**config.mk**
```make
export PLATFORM = sky130hd
export DESIGN_NAME = line_crossbar
export DESIGN_NICKNAME = d
export VERILOG_FILES = /design/src/rtl/line_matrix_pkg.sv /design/src/rtl/line_sync.sv /design/src/rtl/line_crossbar.sv
export SDC_FILE = /design/constraint.sdc
export NUM_CORES = 1
export LEC_CHECK = 0
export ABC_AREA = 0
export ABC_CLOCK_PERIOD_IN_PS = 1600
export BUFFER_PORTS_ARGS = -buffer_cell sky130_fd_sc_hd__buf_4
export CORE_MARGIN = 2
export CORE_UTILIZATION = 54
export CTS_BUF_LIST = sky130_fd_sc_hd__clkbuf_4
export CTS_CLUSTER_DIAMETER = 60
export DETAILED_ROUTE_END_ITERATION = 8
export PLACE_DENSITY = 0.73
export SETUP_SLACK_MARGIN = 0.05
export SLEW_MARGIN = 10
export SYNTH_ARGS = -nofsm -noshare
export SYNTH_HDL_FRONTEND = slang
export SYNTH_SLANG_ARGS = --single-unit
export TNS_END_PERCENT = 10
```
**constraint.sdc**
```tcl
create_clock -name clk -period 1.6 [get_ports clk]
set_input_delay 0.24 -clock clk [delete_from_list [all_inputs] [get_ports clk]]
set_output_delay 0.24 -clock clk [all_outputs]
set_load 0.03 [all_outputs]
```
**src/rtl/line_matrix_pkg.sv**
```systemverilog
// Shared definitions for the line matrix: select encoding and the commit FSM states.
package line_matrix_pkg;

  // Select encoding: 0 and 1 are constants, input line k is SEL_INPUT_BASE + k.
  localparam int SEL_CONST0     = 0;
  localparam int SEL_CONST1     = 1;
  localparam int SEL_INPUT_BASE = 2;

  // Commit sequencer: IDLE accepts writes, APPLY copies shadow to active for one cycle.
  typedef enum logic {
    ST_IDLE,
    ST_APPLY
  } state_t;

endpackage

```
**src/rtl/line_sync.sv**
```systemverilog
// Parametrised-width two-flop synchronizer. Both stages clear on reset so
// nothing stale reaches the crossbar after reset.
module line_sync #(
  parameter int WIDTH = 1
) (
  input  logic             clk,
  input  logic             rst,
  input  logic [WIDTH-1:0] d,
  output logic [WIDTH-1:0] q
);

  logic [WIDTH-1:0] meta;

  // Two back-to-back flops; only the second stage is used downstream.
  always_ff @(posedge clk) begin
    if (rst) begin
      meta <= '0;
      q    <= '0;
    end else begin
      meta <= d;
      q    <= meta;
    end
  end

endmodule

```
**src/rtl/line_crossbar.sv**
```systemverilog
// NUM_INPUTS x NUM_OUTPUTS single-bit line crossbar with registered outputs.
// Routing is written into shadow selects and copied to the active selects for
// all outputs at once on a commit strobe.
// Optional feature: define LINE_CROSSBAR_SYNC_EN to put a two-flop synchronizer
// on every input line (adds 2 cycles of latency, for asynchronous sources).
module line_crossbar
  import line_matrix_pkg::*;
#(
  parameter  int NUM_INPUTS  = 10,
  parameter  int NUM_OUTPUTS = 10,
  localparam int SEL_W       = $clog2(NUM_INPUTS + 2),
  localparam int OUT_W       = (NUM_OUTPUTS > 1) ? $clog2(NUM_OUTPUTS) : 1
) (
  input  logic                   clk,
  input  logic                   rst,
  input  logic [NUM_INPUTS-1:0]  input_lines,
  input  logic                   cfg_valid,
  output logic                   cfg_ready,
  input  logic [OUT_W-1:0]       cfg_output,
  input  logic [SEL_W-1:0]       cfg_select,
  input  logic                   cfg_commit,
  output logic                   cfg_err,
  input  logic [OUT_W-1:0]       rd_output,
  output logic [SEL_W-1:0]       rd_select,
  output logic [NUM_OUTPUTS-1:0] output_lines
);

  logic [NUM_INPUTS-1:0] mux_lines;

`ifdef LINE_CROSSBAR_SYNC_EN
  line_sync #(.WIDTH(NUM_INPUTS)) u_sync (
    .clk (clk),
    .rst (rst),
    .d   (input_lines),
    .q   (mux_lines)
  );
`else
  assign mux_lines = input_lines;
`endif

  state_t state;
  state_t state_next;
  logic   apply;

  logic [SEL_W-1:0] shadow_sel [NUM_OUTPUTS];
  logic [SEL_W-1:0] active_sel [NUM_OUTPUTS];

  logic                  wr_fire;
  logic                  wr_ok;
  logic [NUM_INPUTS+1:0] sources;

  // Select value s picks bit s of this vector: const 0, const 1, then the lines.
  assign sources = {mux_lines, 1'b1, 1'b0};
  assign wr_fire = cfg_valid && cfg_ready;
  assign wr_ok   = (int'(cfg_output) < NUM_OUTPUTS) &&
                   (int'(cfg_select) < SEL_INPUT_BASE + NUM_INPUTS);

  // State register for the commit sequencer.
  // NOTE: sequential state uses non-blocking (<=) so every flop samples pre-edge values.
  always_ff @(posedge clk) begin
    if (rst) state <= ST_IDLE;
    else     state <= state_next;
  end

  // Next-state and handshake decode; a commit seen in APPLY is simply dropped.
  // NOTE: every output of this block gets a default first, so no path can infer a latch.
  always_comb begin
    state_next = state;
    cfg_ready  = 1'b0;
    apply      = 1'b0;
    case (state)
      ST_IDLE: begin
        cfg_ready = 1'b1;
        if (cfg_commit) state_next = ST_APPLY;
      end
      ST_APPLY: begin
        apply      = 1'b1;
        state_next = ST_IDLE;
      end
      default: state_next = ST_IDLE;
    endcase
  end

  // Shadow selects take accepted writes; active selects copy all shadows in APPLY.
  // A write accepted alongside a commit lands in shadow one edge before the copy,
  // so it is naturally part of that commit.
  // NOTE: the select arrays are tiny and must power up as const 0, so they are reset like any flop.
  always_ff @(posedge clk) begin
    if (rst) begin
      for (int o = 0; o < NUM_OUTPUTS; o++) begin
        shadow_sel[o] <= '0;
        active_sel[o] <= '0;
      end
    end else begin
      if (wr_fire && wr_ok) shadow_sel[cfg_output] <= cfg_select;
      if (apply)            active_sel <= shadow_sel;
    end
  end

  // Registered outputs: routed lines, error pulse and select readback.
  always_ff @(posedge clk) begin
    if (rst) begin
      output_lines <= '0;
      cfg_err      <= 1'b0;
      rd_select    <= '0;
    end else begin
      for (int o = 0; o < NUM_OUTPUTS; o++) begin
        output_lines[o] <= sources[active_sel[o]];
      end
      cfg_err   <= wr_fire && !wr_ok;
      rd_select <= (int'(rd_output) < NUM_OUTPUTS) ? active_sel[rd_output] : '0;
    end
  end

endmodule

```
* Yosys cells after proc, flatten, opt, wreduce, memory -nomap -nowiden
Cells that the tools add are included.
W data, S select, Z words.
** Cells by class
- Order comparisons :: 16
- Muxes and demuxes :: 30
- Bitwise operators :: 4
- Reduce and logical (&&, ||, !) cells :: 7
** Operators by type and width (count)
- $lt A4 B5 Y1 const B :: 10
- $bmux W1 S4 :: 10
- $bwmux W40 :: 1
- $bmux W4 S4 :: 1
- $demux W4 S4 :: 1
- $mux W1 :: 13
- $lt A4 B4 Y1 const B :: 3
- $mux W4 :: 3
- $ge A5 B5 Y1 const B :: 2
- $not A4 Y5 :: 2
- $logic_and A1 B1 Y1 :: 5
- $lt A5 B1 Y1 const B :: 1
- $not A1 Y1 :: 2
- $pmux W1 S2 :: 1
- $reduce_or A2 Y1 :: 1
- $logic_not A1 Y1 :: 1
** Word-level totals
- Register bits :: 96
- Bits of input ports :: 26
- Output and inout bits :: 16
- Word-level logic and storage cells :: 81

* Logic depth before layout (Yosys ltp)
Gate-level depths: netlist (run 1).
- Word-level depth :: 6
- Depth in mapped cells :: 5
- Depth with buffers taken out :: 3

* Worst setup path before layout (run 1)
No wires, ideal clock.
- Path kind :: in2reg
- Start :: input port cfg_output[3]
- End :: register shadow_sel[4] (netlist name)
- Library setup time :: 0.132 ns
- Arrival :: 1.177 ns
- Data required time :: 1.468 ns
- Setup slack :: 0.291 ns
- Stages :: 4
- Buffers on the path :: 1
- Path through :: buf_2 -> or3b_2 -> o31ai_1 -> a21oi_1
** On the way
- Longest elaborated chain between the ends :: 6
- Elaborated cells on any way between the ends :: 10
- Classes of those cells :: 3 x order compare; 3 x mux; 1 x bitwise; 3 x reduce/logical
** RTL lines
- start: declaration :: line line_crossbar.sv:19 : input logic [OUT_W-1:0] cfg_output,
- $not A4 Y5 (not written as such) :: line line_crossbar.sv:95 : if (wr_fire && wr_ok) shadow_sel[cfg_output] <= cfg_select;
- $ge A5 B5 Y1 (not written as such) / $lt A5 B1 Y1 (equally long branches) :: line line_crossbar.sv:95
- $logic_and A1 B1 Y1 (not written as such) :: line line_crossbar.sv:95
- $mux W4 (not written as such) :: line line_crossbar.sv:95
- $demux W4 S4 :: line line_crossbar.sv:95
- $bwmux W40 :: line line_crossbar.sv:95
- end signal: indexed assignment :: line line_crossbar.sv:95
- end: declaration :: line line_crossbar.sv:45 : logic [SEL_W-1:0] shadow_sel [NUM_OUTPUTS];
Parallel ways exist; a longest one is shown, timed or not.
A chain may end at the register's enable or synchronous reset.

* Worst setup path in the final report (run 1)
- Start :: register state
- End :: output port cfg_ready
** On the way
- Longest elaborated chain between the ends :: 1
** RTL lines
- start: declaration :: line line_crossbar.sv:41 : state_t state;
- start signal: assignment :: line line_crossbar.sv:62 : else state <= state_next;
- $mux W1 :: line line_crossbar.sv:71 : case (state)
- end: declaration :: line line_crossbar.sv:18 : output logic cfg_ready,
Every way passes these cells.

==> results of run 1 <==
metal layers:
metal	vias to the layer above	track usage (%)	wire length [um]
met4	0	8.22	229
li1	1756	-	-
met5	-	0	0
met3	19	3.51	672
met1	1832	36.2	5510
met2	122	38.3	5490
worst paths after layout:
| check | from | to | slack (ns) | cells after the start |
|---|---|---|---|---|
| worst max register to register | state | shadow_sel[38] | 0.13 | 3 |
| worst max-delay path | state | cfg_ready | 0.12 | 3 |
| worst min-delay path | cfg_valid | cfg_err | 0.04 | 3 |
| worst min register to register | shadow_sel[33] | shadow_sel[33] | 0.49 | 2 |
critical path, stage by stage (launching register included):
cell and delay (ns):
dfxtp_2 0.40, buf_6 0.17, inv_1 0.05, buf_4 0.16
cell usage after synthesis (3+ instances only):
| library cell | count |
|---|---|
| a221o_1 | 4 |
| clkbuf_1 | 14 |
| nor3b_2 | 3 |
| mux2i_1 | 80 |
| buf_1 | 4 |
| o41ai_1 | 10 |
| a21oi_1 | 19 |
| nand3_1 | 10 |
| nand2b_1 | 37 |
| nand4b_1 | 4 |
| a211oi_1 | 6 |
| mux2_2 | 4 |
| inv_1 | 3 |
| o31ai_1 | 8 |
| nor2b_1 | 11 |
| dfxtp_1 | 96 |
| nand3b_1 | 10 |
| nand2_1 | 5 |
| nand4_1 | 10 |
| mux4_2 | 24 |
| a21o_1 | 11 |
| buf_2 | 10 |
| nor2_1 | 51 |
report_power, final:
group | switching (mW) | internal (mW) | total (mW)
sequential | 0.0115 | 2.41 | 2.42
clock | 0.900 | 0.497 | 1.40
combinational | 0.264 | 0.207 | 0.471
total | 1.18 | 3.11 | 4.29
cell type report:
class	instances	area (um2)
clock buffers	9	67.6
inverters	3	11.3
flip-flops and latches	96	1920
well taps	108	135
repair buffers	59	472
fillers	706	3270
multi-input cells	323	2720
clock inverters	7	78.8
cells by family after synthesis:
kind of cell / after synthesis / synth area share [%]
mux: 108 / 28.8
flops: 96 / 40.0
buf+inv: 34 / 3.49
compound gates: 65 / 9.63
simple gates: 150 / 18.1
state kept, by name, indices dropped and copies added, names as in the netlist:
signal,cells
cfg_err,1
shadow_sel,40
state,1
output_lines,10
rd_select,4
active_sel,40
==> summary.txt, run 1 <==
Placed design
  • HPWL after DPL: 8140 um
  • IO buf count: slightly above 40
  • Dpl ws: 0.118 ns
  • GPL Wtd Cong: 0.854
  • Post-Place Cells: around 590
  • Post-placement cell area: between 5000 and 6000 um2

Timing
  • Final WS setup: about 0.12 ns
  • Slew HR: around 57%
  • Final Hold Slack: approximately 0.040 ns
  • RSZ-0062 raised after global routing: no
  • Fmax: just under 0.7 GHz
  • Final setup viols: 0
  • Period Utilization, post-route: approximately 93%
  • Hold Violations, Final: 0
  • Slew Limit Fails: 0
  • Setup TNS: 0 ns
  • Worst Skew: around 0.023 ns
  • Final Critical Period: roughly 1.5 ns
  • Slew at the pin closest to its max-slew limit: 0.649 ns

Synth
  • EDFF count, synth: 0
  • Post-synthesis register bit count: 96
  • Sequential share of the synthesized area: between 30% and 40%
  • Synth area leaders: dfxtp_1 (40%), mux2i_1 (17%), mux4_2 (11%)
  • Post-Syn Area per Cell: 10.6 um2
  • Gate Count Post-Synth: 453
  • Asr flop ratio synth: 0%
  • Primary FF master, synth: dfxtp_1
  • Share of the synthesized area in the top cell type: between 30% and 40%
  • Mapped Area: 4810 um2
  • Net Count, Synth: 479
  • Yosys warns: 0
  • Area leader, netlist: dfxtp_1
  • Count of cell types in the netlist: 38

CTS
  • H-tree Lvls: 3
  • Cts repair resizes: 0
  • Worst-Skew Late Latency: 0.46 ns
  • Max Root-Sink Buffers: 2
  • Reg clk slew, reported paths: about 0.16 ns
  • Clock Tree Root: clkbuf_4
  • Hold_buf cts: 0
  • Post-CTS Setup Bufs: 0
  • CTS tree: built
  • Clock sink count: 96
  • Num CTS Buffers: 9

Setup path
  • Worst Setup Start Kind: flop
  • Worst Setup Path Type: flop to output pin
  • Crit path required time: around 1.4 ns
  • Element type at the critical path end: output pin
  • CP max FO: 10
  • Worst Path Arrival: approximately 1.2 ns

Floorplanning
  • Core ar.: 8680 um2
  • Die width: approximately 100 um
  • Starting Density: 55.4%
  • DIE AREA: approximately 9700 um2
  • Num ports: 42
  • Cell Rows: 34
  • Die Y-Extent: 98.4 um

Drt
  • DRC viols: 0
  • Via count: about 3700
  • Routed wire length: around 12000 um
  • Initial DRC Count: a little over 300
  • Drt pass-1 iters: 5
  • Per-cell routed wire length: 19.7 um
  • Avg Vias per Cell: ~6
  • Final ANT Viol Nets: 0

Layout
  • Nets: approximately 520
  • Commonest non-fill, non-tap cell in the layout: dfxtp_1
  • Post-route cell area: 5410 um2
  • Most frequent cells in the layout: dfxtp_1 (95), mux2i_1 (80), buf_4 (56)
  • Area grow syn2layout: 12.4%
  • Antenna diode count: 0
  • Fin cells: between 600 and 700
  • Fin util: slightly above 60%
  • Share of cells above drive strength 1: 22.3%

Hold path
  • Worst hold path type: primary input to flop

GRT
  • Total gr overflow: 0
  • Largest net degree at the start of global routing: 59
  • Initial antenna violation count: 0
  • Gr usage total: between 20 and 25%
  • First-pass GRT wire length: ~19000 um
  • Vias in the first global route: 3495

Power
  • Total power draw: about 4.3 mW
  • Total power density per cell area: between 700 and 800 nW/um2
  • Leakage: roughly 2.2 nW
  • VDD IR-drop max: 0.453 mV

Job
  • # Max-Cap Violations: 0

Outcome
  • Status: complete, no violations
Power figures use the tool's default switching activity.
==> run 2, diff against run 1 <==
- CTS_BUF_LIST: sky130_fd_sc_hd__clkbuf_4 -> unset
==> run 2 against run 1 <==
Design area is 1.3% higher. Combinational power about the same. Via count rose by 0.97%. Largest cell class unchanged. Highest routed layer unchanged.
==> summary.txt, run 2 (synthesized netlist as in run 1, its figures left out) <==
Outcome
  • Status: complete, no violations (unchanged)

Layout
  • Top flop regs: active_sel x40, shadow_sel x40, output_lines x10 (unchanged)
  • Antenna diode count: 0 (unchanged)
  • Most frequent cells in the layout: dfxtp_1 (95), mux2i_1 (80), buf_4 (58) (was dfxtp_1 (95), mux2i_1 (80), buf_4 (56))
  • Fin util: 63.1% (was 62.3%)
  • Area grow syn2layout: 13.9% (was 12.4%)
  • Area taken by flip-flops and latches: 1920 um2 (unchanged)
  • Multi-input logic area: 2720 um2 (unchanged)
  • Filler cells: 696 (was 706)
  • Nets: 519 (was 518)
  • Share of cells above drive strength 1: 22.7% (was 22.3%)
  • Commonest non-fill, non-tap cell in the layout: dfxtp_1 (unchanged)

Drt
  • Final ANT Viol Nets: 0 (unchanged)
  • DRC viols: 0 (unchanged)
  • Via count: 3765 (was 3729)
  • Drt pass-1 iters: 5 (unchanged)
  • Initial DRC Count: 287 (was 306)
  • Routed wire length: 12100 um (was 11900 um)
  • Avg Vias per Cell: 6.21 (was 6.16)
  • Per-cell routed wire length: 20.0 um (was 19.7 um)

GRT
  • Vias in the first global route: 3505 (was 3495)
  • First-pass GRT wire length: 19000 um (was 18900 um)
  • Total gr overflow: 0 (unchanged)
  • Initial antenna violation count: 0 (unchanged)
  • Gr usage total: 25.0% (was 24.9%)
  • Largest net degree at the start of global routing: 59 (unchanged)

Floorplanning
  • Core ar.: 8680 um2 (unchanged)
  • Die Y-Extent: 98.4 um (unchanged)
  • Starting Density: 55.4% (unchanged)
  • Die width: 98.4 um (unchanged)
  • Num ports: 42 (unchanged)
  • DIE AREA: 9670 um2 (unchanged)
  • Cell Rows: 34 (unchanged)

Setup path
  • Worst path max stage delay: 0.44 ns (was 0.40 ns)
  • Worst Path Arrival: 1.74 ns (was 1.24 ns)
  • FF-to-FF setup slack: 0.16 ns (was 0.13 ns)
  • Reg2reg start: state (unchanged)
  • Element type at the critical path end: flop (was output pin)
  • CP Launch Point: state (unchanged)
  • Slowest CP cell: or3b_4 (was dfxtp_2)
  • Worst Setup Start Kind: flop (unchanged)
  • Worst Setup Path Type: flop to flop (was flop to output pin)
  • Critical-path cell list: or3b_4 -> nor4_4 -> mux2i_1 (was buf_6 -> inv_1 -> buf_4)
  • Crit path required time: 1.90 ns (was 1.36 ns)
  • CP max FO: 5 (was 10)

Power
  • Total power density per cell area: 838 nW/um2 (was 794 nW/um2)
  • VDD IR-drop max: 0.397 mV (was 0.453 mV)
  • Leakage: 2.19 nW (was 2.16 nW)
  • Total power draw: 4.59 mW (was 4.29 mW)

Placed design
  • IO buf count: 41 (unchanged)
  • Dpl ws: 0.118 ns (unchanged)
  • GPL Wtd Cong: 0.854 (unchanged)
  • HPWL after DPL: 8140 um (unchanged)

Timing
  • Hold Violations, Final: 0 (unchanged)
  • RSZ-0062 raised after global routing: no (unchanged)
  • Period Utilization, post-route: 90.0% (was 92.6%)
  • Slew HR: 56.5% (was 56.7%)
  • Final WS setup: 0.161 ns (was 0.118 ns)
  • Final setup viols: 0 (unchanged)
  • Worst Skew: 0.0187 ns (was 0.0229 ns)
  • Final Critical Period: 1.44 ns (was 1.48 ns)
  • Slew at the pin closest to its max-slew limit: 0.653 ns (was 0.649 ns)
  • Final Hold Slack: 0.145 ns (was 0.0397 ns)
  • Slew Limit Fails: 0 (unchanged)
  • Setup TNS: 0 ns (unchanged)
  • Fmax: 0.695 GHz (was 0.675 GHz)

CTS
  • H-tree Lvls: 3 (unchanged)
  • Num CTS Buffers: 9 (unchanged)
  • Worst-Skew Late Latency: 0.37 ns (was 0.46 ns)
  • Clock Tree Root: clkbuf_8 (was clkbuf_4)
  • Hold_buf cts: 0 (unchanged)
  • Max Root-Sink Buffers: 2 (unchanged)
  • Reg clk slew, reported paths: 0.10 ns (was 0.16 ns)
  • Cts repair resizes: 0 (unchanged)
  • CTS tree: built (unchanged)
  • Clock sink count: 96 (unchanged)

Hold path
  • Worst hold path startpoint: cfg_commit (was cfg_valid)
  • Worst hold path type: primary input to flop (unchanged)

Job
  • # Max-Cap Violations: 0 (unchanged)
[run 2: changes by cell type in the layout (fill, tap and decap cells not counted)]
cell      previous run  this run
clkbuf_8             0        10
clkbuf_4             9         0
buf_4               56        58
buf_6                1         0
clkinv_1             1         0
[run 2: where the power goes]
group	total (mW)	leakage (nW)	switching (mW)	internal [mW]
registers	2.42	0.774	0.0113	2.40
logic	0.473	1.31	0.266	0.207
clock network	1.70	0.105	0.912	0.791
[run 2: final timing paths]
kind                         end  cells past startpoint
setup / recovery  shadow_sel[38]                      3
hold / removal             state                      2
setup reg to reg  shadow_sel[38]                      3
hold reg to reg   shadow_sel[33]                      2
[run 2: cell type report]
class	count	share of cell area [%]
Clock buffer	10	2.51
Clock inverter	6	1.37
Inverter	3	0.206
Multi-Input combinational cell	323	49.6
Sequential cell	96	35.1
Tap cell	108	2.47
Timing Repair Buffer	60	8.68
[run 2: timing repair]
item,4_1_cts,5_1_grt
setup endpoints to repair,0,1
buffers inserted,0,1
endpoints found under the hold margin,0,0
[run 2: worst max-delay path, delay by kind of cell, from the launching register on]
| kind | cells | cell delay, ns |
|---|---|---|
| flip-flops | 1 | 0.35 |
| AND/OR/NAND/NOR | 2 | 0.78 |
| multiplexers | 1 | 0.24 |
[run 2: metrics by stage]
step                      area, um2  cells
after floorplan                4810    453
after CTS                      5470    605
after global placement         5260    589
final                          5480    606
after global routing           5480    606
after detailed placement       5260    589
[run 2: metal layers]
layer,wire length [um],GRT usage (%)
met1,5450,36.2
met2,5600,39.0
met3,797,3.29
met4,246,7.90
met5,0,0
==> run 3, diff against run 2 <==
- ABC_CLOCK_PERIOD_IN_PS: 1600 -> 1500
- clock period: 1.6 -> 1.5 ns (I/O delays scaled with it)
==> run 3 against run 2 <==
Global-route usage grew 0.90 points. Critical path depth unchanged. Clock-buffer cell count shrank 1. Largest power group unchanged. Largest cell class unchanged. Sequential share of layout area down 0.41 points. Die area unchanged. Clock skew down 0.0031 ns. Cell count up 1.7%. Highest routed layer unchanged.
==> summary.txt, run 3 (synthesized netlist as in run 1, its figures left out) <==
Setup path
  • Element type at the critical path end: output pin (was flop)
  • CP max FO: 11 (was 5)
  • Worst Setup Start Kind: flop (unchanged)
  • Worst Path Arrival: 1.21 ns (was 1.74 ns)
  • R2R depth: 3 (unchanged)
  • Worst Setup Path Type: flop to output pin (was flop to flop)
  • Crit path required time: 1.27 ns (was 1.90 ns)

GRT
  • Gr usage total: 25.9% (was 25.0%)
  • Vias in the first global route: 3738 (was 3505)
  • Total gr overflow: 0 (unchanged)
  • Largest net degree at the start of global routing: 60 (was 59)
  • Initial antenna violation count: 0 (unchanged)
  • First-pass GRT wire length: 19700 um (was 19000 um)

Drt
  • Drt pass-1 iters: 5 (unchanged)
  • DRC viols: 0 (unchanged)
  • Via count: 3765 (unchanged)
  • Routed wire length: 12000 um (was 12100 um)
  • Per-cell routed wire length: 19.4 um (was 20.0 um)
  • Final ANT Viol Nets: 0 (unchanged)
  • Initial DRC Count: 296 (was 287)
  • Avg Vias per Cell: 6.11 (was 6.21)

Timing
  • Final Critical Period: ~1.4 ns
  • Hold Violations, Final: 0 (unchanged)
  • Slew at the pin closest to its max-slew limit: 0.588 ns (was 0.653 ns)
  • Final WS setup: 0.0665 ns (was 0.161 ns)
  • Slew Limit Fails: 0 (unchanged)
  • Setup TNS: 0 ns (unchanged)
  • Period Utilization, post-route: 95.6%
  • Final setup viols: 0 (unchanged)
  • Worst Skew: 0.0157 ns (was 0.0187 ns)
  • RSZ-0062 raised after global routing: yes (was no)
  • Slew HR: 60.8% (was 56.5%)
  • Fmax: 0.698 GHz

Hold path
  • Worst hold path type: primary input to flop (unchanged)
  • Hold depth: 2 (unchanged)

CTS
  • H-tree Lvls: 3 (unchanged)
  • Worst-Skew Late Latency: 0.38 ns (was 0.37 ns)
  • Clock Tree Root: clkbuf_8 (unchanged)
  • Max Root-Sink Buffers: 2 (unchanged)
  • Clock sink count: 96 (unchanged)
  • Num CTS Buffers: 9 (unchanged)
  • CTS tree: built (unchanged)
  • Reg clk slew, reported paths: 0.09 ns (was 0.10 ns)

Power
  • Total power draw: 4.90 mW (was 4.59 mW)
  • VDD IR-drop max: 0.413 mV (was 0.397 mV)
  • Leakage: 2.24 nW (was 2.19 nW)
  • Total power density per cell area: 885 nW/um2 (was 838 nW/um2)

Layout
  • Antenna diode count: 0 (unchanged)
  • Nets: 529 (was 519)
  • Fin cells: 616 (was 606)
  • Most frequent cells in the layout: dfxtp_1 (95), mux2i_1 (80), buf_4 (68) (was dfxtp_1 (95), mux2i_1 (80), buf_4 (58))
  • Top flop regs: active_sel x40, shadow_sel x40, output_lines x10 (unchanged)
  • Post-route cell area: 5540 um2 (was 5480 um2)
  • Area grow syn2layout: 15.3% (was 13.9%)
  • Share of cells above drive strength 1: 24.2% (was 22.7%)
  • Commonest non-fill, non-tap cell in the layout: dfxtp_1 (unchanged)

Floorplanning
  • Num ports: 42 (unchanged)
  • Starting Density: 55.4% (unchanged)
  • Die width: 98.4 um (unchanged)
  • Die Y-Extent: 98.4 um (unchanged)
  • DIE AREA: 9670 um2 (unchanged)
  • Core ar.: 8680 um2 (unchanged)
  • Cell Rows: 34 (unchanged)

Placed design
  • Dpl ws: 0.0890 ns (was 0.118 ns)
  • Post-placement cell area: 5320 um2 (was 5260 um2)
  • IO buf count: 41 (unchanged)
  • HPWL after DPL: 8270 um (was 8140 um)
  • Post-Place Cells: 599 (was 589)
  • GPL Wtd Cong: 0.886 (was 0.854)

Outcome
  • Status: complete, no violations (unchanged)

Job
  • # Max-Cap Violations: 0 (unchanged)
-- run 3: cell count changes in the layout (fill, tap and decap cells not counted), sizes merged --
cell    change
clkbuf      -1
buf        +10
clkinv      +1
-- run 3: worst paths after layout --
kind / startpoint / to / slack [ns]
max: state / cfg_ready / 0.07
min: cfg_commit / state / 0.11
max reg2reg: state / shadow_sel[14] / 0.11
min reg2reg: shadow_sel[17] / shadow_sel[17] / 0.48
-- run 3: final cells by class --
type,count,area [um2]
clock buffer,9,124
clock inverter,7,87.6
multi-input combinational,323,2720
inverter,3,11.3
tap,108,135
timing repair buffer,70,542
sequential,96,1920
fill,725,3140
-- run 3: critical path: stages (launching register included) --
cell and delay, ns:
dfxtp_2 0.42, buf_6 0.20, inv_1 0.05, buf_4 0.16
-- run 3: through the flow --
step / hold WS, ns / util, %
6_report: 0.114 / 63.8
5_1_grt: 0.123 / 63.8
4_1_cts: 0.111 / 63.8
3_5_place_dp: 0.464 / 61.3
3_3_place_gp: 0.460 / 61.3
2_1_floorplan: 0.351 / -
-- run 3: layer usage --
metal,part of all wire (%),vias to the layer above,track usage (%),routed length [um]
li1,-,1773,-,-
met5,0,-,0,0
met1,45,1832,35.7,5440
met3,6.4,27,4.87,772
met4,2.4,0,10.6,289
met2,46,133,40.1,5470
-- run 3: what timing repair did --
action | CTS | global route
setup endpoints to repair | 1 | 14
buffers inserted | 0 | 1
gates resized for setup | 1 | 0
hold buffers | 0 | 0
pin swaps | 0 | 1
-- run 3: power breakdown --
| group | internal, mW | switching, mW |
|---|---|---|
| Sequential | 2.56 | 0.0134 |
| Clock | 0.805 | 1.02 |
| Combinational | 0.222 | 0.277 |
| Total | 3.59 | 1.31 |
